`config.mk`:
```
export PLATFORM = sky130hd
export DESIGN_NAME = mac_pipe_param_flat
export DESIGN_NICKNAME = d
export VERILOG_FILES = /design/src/rtl/mac_pipe_param_if.sv /design/src/rtl/mac_pipe_param.sv /design/src/flat_wrapper.sv
export SDC_FILE = /design/constraint.sdc
export NUM_CORES = 1
export LEC_CHECK = 0
export CORE_MARGIN = 1
export CORE_UTILIZATION = 62
export CTS_CLUSTER_DIAMETER = 30
export DETAILED_ROUTE_END_ITERATION = 6
export HOLD_SLACK_MARGIN = 0.15
export PLACE_DENSITY = 0.84
export RECOVER_POWER = 50
export SLEW_MARGIN = 20
export SYNTH_ARGS = -nofsm -noshare
export SYNTH_HDL_FRONTEND = slang
export SYNTH_SLANG_ARGS = --single-unit
```
`constraint.sdc`:
```
create_clock -name clk -period 11.2 [get_ports clk]
set_input_delay 1.12 -clock clk [delete_from_list [all_inputs] [get_ports clk]]
set_output_delay 1.12 -clock clk [all_outputs]
set_load 0.1 [all_outputs]
```
`src/rtl/mac_pipe_param_if.sv`:
```
// Operand/result bundle for mac_pipe_param: operands and strobe flow in,
// accumulator value, its update pulse and the sticky overflow flag flow out.
interface mac_pipe_param_if #(
  parameter int IN_W  = 8,
  parameter int ACC_W = 20
);
  logic signed [IN_W-1:0]  a;
  logic signed [IN_W-1:0]  b;
  logic                    valid_in;
  logic                    clear;
  logic signed [ACC_W-1:0] f;
  logic                    valid_out;
  logic                    overflow;

  // Valid-only protocol, no ready: a/b/clear are consumed on every edge where
  // valid_in=1, and valid_out pulses for one cycle each time f is updated.
  modport master (
    output a, b, valid_in, clear,
    input  f, valid_out, overflow
  );

  modport slave (
    input  a, b, valid_in, clear,
    output f, valid_out, overflow
  );
endinterface

```
`src/rtl/mac_pipe_param.sv`:
```
// Pipelined signed multiply-accumulate: input registers, optional product
// register, then an ACC_W+1 bit accumulate stage with saturate/wrap and sticky overflow.
module mac_pipe_param #(
  parameter int IN_W      = 8,
  parameter int ACC_W     = 20,
  parameter int MULT_PIPE = 1,
  parameter int SAT       = 1
) (
  input  logic            clk,
  input  logic            reset,
  mac_pipe_param_if.slave bus
);

  localparam int PW = 2 * IN_W;

  if (ACC_W < PW) begin : g_bad_width
    $error("mac_pipe_param: ACC_W must be >= 2*IN_W");
  end

  // Stage 0: operand capture; operands and clear tag hold while idle
  logic signed [IN_W-1:0] r_a;
  logic signed [IN_W-1:0] r_b;
  logic                   r_c0;
  logic                   r_v0;

  always_ff @(posedge clk or posedge reset) begin
    if (reset) begin
      r_a  <= '0;
      r_b  <= '0;
      r_c0 <= 1'b0;
      r_v0 <= 1'b0;
    end else begin
      r_v0 <= bus.valid_in;
      if (bus.valid_in) begin
        r_a  <= bus.a;
        r_b  <= bus.b;
        r_c0 <= bus.clear;
      end
    end
  end

  logic signed [PW-1:0] w_mult;
  logic signed [PW-1:0] w_prod;
  logic                 w_clr;
  logic                 w_vld;

  assign w_mult = r_a * r_b;

  if (MULT_PIPE != 0) begin : g_pipe
    logic signed [PW-1:0] r_p;
    logic                 r_c1;
    logic                 r_v1;

    always_ff @(posedge clk or posedge reset) begin
      if (reset) begin
        r_p  <= '0;
        r_c1 <= 1'b0;
        r_v1 <= 1'b0;
      end else begin
        r_p  <= w_mult;
        r_c1 <= r_c0;
        r_v1 <= r_v0;
      end
    end

    assign w_prod = r_p;
    assign w_clr  = r_c1;
    assign w_vld  = r_v1;
  end else begin : g_comb
    assign w_prod = w_mult;
    assign w_clr  = r_c0;
    assign w_vld  = r_v0;
  end

  // Accumulate one bit wider than f so overflow is visible as a sign disagreement
  logic signed [ACC_W-1:0] r_f;
  logic                    r_vout;
  logic                    r_ovf;

  logic signed [ACC_W:0]   w_prod_x;
  logic signed [ACC_W:0]   w_base;
  logic signed [ACC_W:0]   w_sum;
  logic                    w_ovf;
  logic signed [ACC_W-1:0] w_limit;
  logic signed [ACC_W-1:0] w_next_f;
  logic                    w_next_ovf;

  assign w_prod_x = {{(ACC_W + 1 - PW){w_prod[PW-1]}}, w_prod};
  assign w_base   = w_clr ? '0 : {r_f[ACC_W-1], r_f};
  assign w_sum    = w_base + w_prod_x;
  assign w_ovf    = w_sum[ACC_W] ^ w_sum[ACC_W-1];

  // The true sign of the sum picks which rail to clamp to
  assign w_limit    = w_sum[ACC_W] ? {1'b1, {(ACC_W-1){1'b0}}}
                                   : {1'b0, {(ACC_W-1){1'b1}}};
  assign w_next_f   = ((SAT != 0) && w_ovf) ? w_limit : w_sum[ACC_W-1:0];
  assign w_next_ovf = w_clr ? w_ovf : (r_ovf | w_ovf);

  always_ff @(posedge clk or posedge reset) begin
    if (reset) begin
      r_f    <= '0;
      r_vout <= 1'b0;
      r_ovf  <= 1'b0;
    end else begin
      r_vout <= w_vld;
      if (w_vld) begin
        r_f   <= w_next_f;
        r_ovf <= w_next_ovf;
      end
    end
  end

  assign bus.f         = r_f;
  assign bus.valid_out = r_vout;
  assign bus.overflow  = r_ovf;

endmodule

```
`src/flat_wrapper.sv`:
```
// flat-port wrapper written by rule: the top's interface ports become plain ports
module mac_pipe_param_flat 
#(
  parameter int IN_W      = 8,
  parameter int ACC_W     = 20,
  parameter int MULT_PIPE = 1,
  parameter int SAT       = 1
)
  (clk, reset, bus_a, bus_b, bus_valid_in, bus_clear, bus_f, bus_valid_out, bus_overflow);
  mac_pipe_param_if #(.IN_W(IN_W), .ACC_W(ACC_W)) bus_i ();
  input  logic clk;
  input  logic reset;
  input wire logic [$bits(bus_i.a)-1:0] bus_a;
  input wire logic [$bits(bus_i.b)-1:0] bus_b;
  input wire logic [$bits(bus_i.valid_in)-1:0] bus_valid_in;
  input wire logic [$bits(bus_i.clear)-1:0] bus_clear;
  output wire logic [$bits(bus_i.f)-1:0] bus_f;
  output wire logic [$bits(bus_i.valid_out)-1:0] bus_valid_out;
  output wire logic [$bits(bus_i.overflow)-1:0] bus_overflow;
  assign bus_i.a = bus_a;
  assign bus_i.b = bus_b;
  assign bus_i.valid_in = bus_valid_in;
  assign bus_i.clear = bus_clear;
  assign bus_f = bus_i.f;
  assign bus_valid_out = bus_i.valid_out;
  assign bus_overflow = bus_i.overflow;
  mac_pipe_param #(.IN_W(IN_W), .ACC_W(ACC_W), .MULT_PIPE(MULT_PIPE), .SAT(SAT)) u_core (.clk(clk), .reset(reset), .bus(bus_i));
endmodule
```
==> results.py <==
metrics = {
    "clock_network": {
        "htree_levels": 3,
        "clock_latency_ns": 0.35,
        "cts_setup_buffers": 0,
        "path_clk_slew_ns": 0.07,
        "cts.repair.resized": 0,
        "clk_path_buf_depth": 2,
        "cts_tree": "built",
        "cts_sinks": 58,
        "cts_buffers": 9,
        "holdBufCountCts": 0,
        "root_buffer": "clkbuf_8",
    },
    "detailed_routing": {
        "drt_iter0_drc": 183,
        "post_drt_wl_per_cell_um": 15.0,
        "vias_per_cell": 5.71,
        "drc_errors": 4,
        "first_pass_iters": 7,
        "antenna_left": 0,
        "drt_wl_total_um": 11700,
        "via_count": 4457,
    },
    "synthesis": {
        "synth_edf_count": 0,
        "synth_cell_types": 50,
        "synth_area_leaders": "dfrtp_1 (25%), fa_1 (20%), ha_1 (11%)",
        "synth_top_area_share": 0.253,
        "yosysSeqAreaShare": 0.253,
        "ys_warn_count": 0,
        "netlist_instances": 632,
        "synth_largest_area_cell": "dfrtp_1",
        "synth_xor_area_frac": 0.0366,
        "synth_top_family_by_area": "adder cells",
        "syn_area_per_cell_um2": 9.09,
        "synth_compound_area_frac": 0.145,
        "synth_nets": 757,
        "synth_ff_type": "dfrtp_1",
        "async_reset_ff_frac": 1.00,
        "synth-simple-area-share": 0.142,
        "ys_seq_elements": 58,
        "muxShareOfSynthArea": 0.0366,
        "synthesis.area_um2": 5750,
        "synthAdderAreaFrac": 0.302,
    },
    "place": {
        "place_area_um2": 6220,
        "gp_congestion": 0.943,
        "portBuffers": 41,
        "dp_hpwl_um": 9000,
    },
    "cells_and_area": {
        "drive_gt1_frac": 0.0505,
        "final_common_cell": "inv_1",
        "final_nets": 793,
        "stdcell_area_um2": 6450,
        "antenna_cells": 0,
        "fillers": 687,
        "layout_common_cells": "inv_1 (111), dfrtp_1 (58), fa_1 (56)",
        "area_delta_synth_final_pct": 12.3,
    },
    "sta": {
        "slew_viol_final": 59,
        "hold_viol": 0,
        "tightestPinTransition_ns": 3.17,
        "skew_ns": 0.0157,
        "period_needed_ns": 4.62,
        "rsz0062_at_grt": "no",
        "finalSetupTns_ns": 0,
        "fmax_ghz": 0.217,
        "setup_violations": 0,
        "timing.final.crit_share": 0.412,
        "relSlewSlack": -1.11,
    },
    "global_route": {
        "grt_start_max_net_pins": 59,
        "first_global_vias": 4564,
        "grt_first_pass_wirelength_um": 20600,
        "antenna_found_initial": 0,
        "met3_usage": 0.0458,
        "grt.overflow.total": 0,
        "grt.busiest_layer": "met2",
        "grtUsageMet2": 0.492,
        "grtUsageMet1": 0.322,
        "track_usage": 0.271,
    },
    "critical_path": {
        "cp.arrival_ns": 4.87,
        "cp_max_fo": 9,
        "path_cells": "and2_1 > fa_1 > inv_1 > fa_1 > inv_1 > fa_1 > inv_1 > fa_1 > inv_1 > ha_1 > o21ai_0 > a21boi_0 > o21ai_0 > a21oi_1 > or4_1 > o211ai_1",
        "slowest_delay_ns": 0.53,
        "worst_ep_required_time_ns": 11.46,
        "r2r_cells": 16,
        "critPathKind": "reg -> reg",
        "slowest_stage": "fa_1",
        "end_kind": "flop",
        "critPathLaunchType": "flop",
    },
    "floorplanning": {
        "fp.dieH_um": 98.3,
        "core_area_um2": 8850,
        "die_area_um2": 9660,
        "num_rows": 34,
        "start_util": 0.649,
        "die_w_um": 98.3,
        "top_level_ports": 42,
    },
    "worst_hold_path": {
        "holdPathStages": 0,
        "min_path_type": "reg -> reg",
    },
    "run": {
        "maxCapViolations": 1,
    },
    "outcome": {
        "status": "complete, but fails checks",
        "violations": "design-rule violations, max-capacitance violations, max-slew violations",
    },
}
-- critical path, delay by kind of cell (launching register included) --
kind                       cells  cell delay [ns]
adders and majority gates      5             2.38
DFF                            1             0.48
and+or+nand+nor                2             0.74
buffers and inverters          4             0.20
AOI/OAI and AO/OA              5             0.74
-- metrics by stage --
stage	setup slack [ns]	hold WS [ns]	cells	utilization
after floorplan	6.89	0.331	632	-
after global placement	6.68	0.333	765	0.703
after detailed placement	6.63	0.353	765	0.703
after CTS	6.57	0.368	781	0.729
after global routing	6.22	0.375	781	0.729
final	6.58	0.373	781	0.729
-- registers in the layout (all words and copies together) (netlist names) --
register,flops
u_core.r_a,8
u_core.bus.overflow,1
u_core.g_pipe.r_p,16
u_core.r_b,8
u_core.g_pipe.r_c1,1
u_core.g_pipe.r_v1,1
u_core.bus.valid_out,1
u_core.bus.f,20
u_core.r_v0,1
u_core.r_c0,1
-- synthesized netlist by cell type, types with 11 or more instances --
master and count:
a21oi_1 40, and2_1 36, dfrtp_1 58, fa_1 56, ha_1 49, inv_1 112
mux2_2 16, nand2_1 45, nand2b_1 11, nor2_1 40, o21ai_0 29, o22ai_1 19
xnor2_1 18
-- path summary, 6_finish.rpt --
| path | endpoint | slack [ns] | startpoint |
|---|---|---|---|
| max in group asynchronous | u_core.r_b[5] | 6.99 | reset |
| min | u_core.g_pipe.r_v1 | 0.37 | u_core.r_v0 |
| min reg2reg | u_core.g_pipe.r_v1 | 0.37 | u_core.r_v0 |
| min in group asynchronous | u_core.bus.f[14] | 2.43 | reset |
| max | u_core.g_pipe.r_p[14] | 6.58 | u_core.r_b[4] |
| max reg2reg | u_core.g_pipe.r_p[14] | 6.58 | u_core.r_b[4] |
-- logic make-up after synthesis --
kind of cell,after synthesis
flops,58
mux,19
compound gates,133
xor+xnor,24
fa+ha+maj,105
simple gates,164
buf+inv,129
-- cell type report --
type                    count  area [um2]  area share
flip-flops and latches     58        1450       0.225
clock inverters             4        73.8      0.0114
repair buffers             42         414      0.0642
clock buffers              12         155      0.0241
inverters                 112         420      0.0652
multi-input cells         445        3800       0.589
well taps                 108         135      0.0210
-- per-layer routing --
layer  share of wire  vias to the layer above
met5               0                        -
met4           0.018                        0
met3           0.043                       20
met2            0.51                      126
met1            0.43                     2168
li1                -                     2143
Power is left out: the tool's default activity adds up to more than one toggle a clock period on the data nets, which glitch-free logic cannot reach.
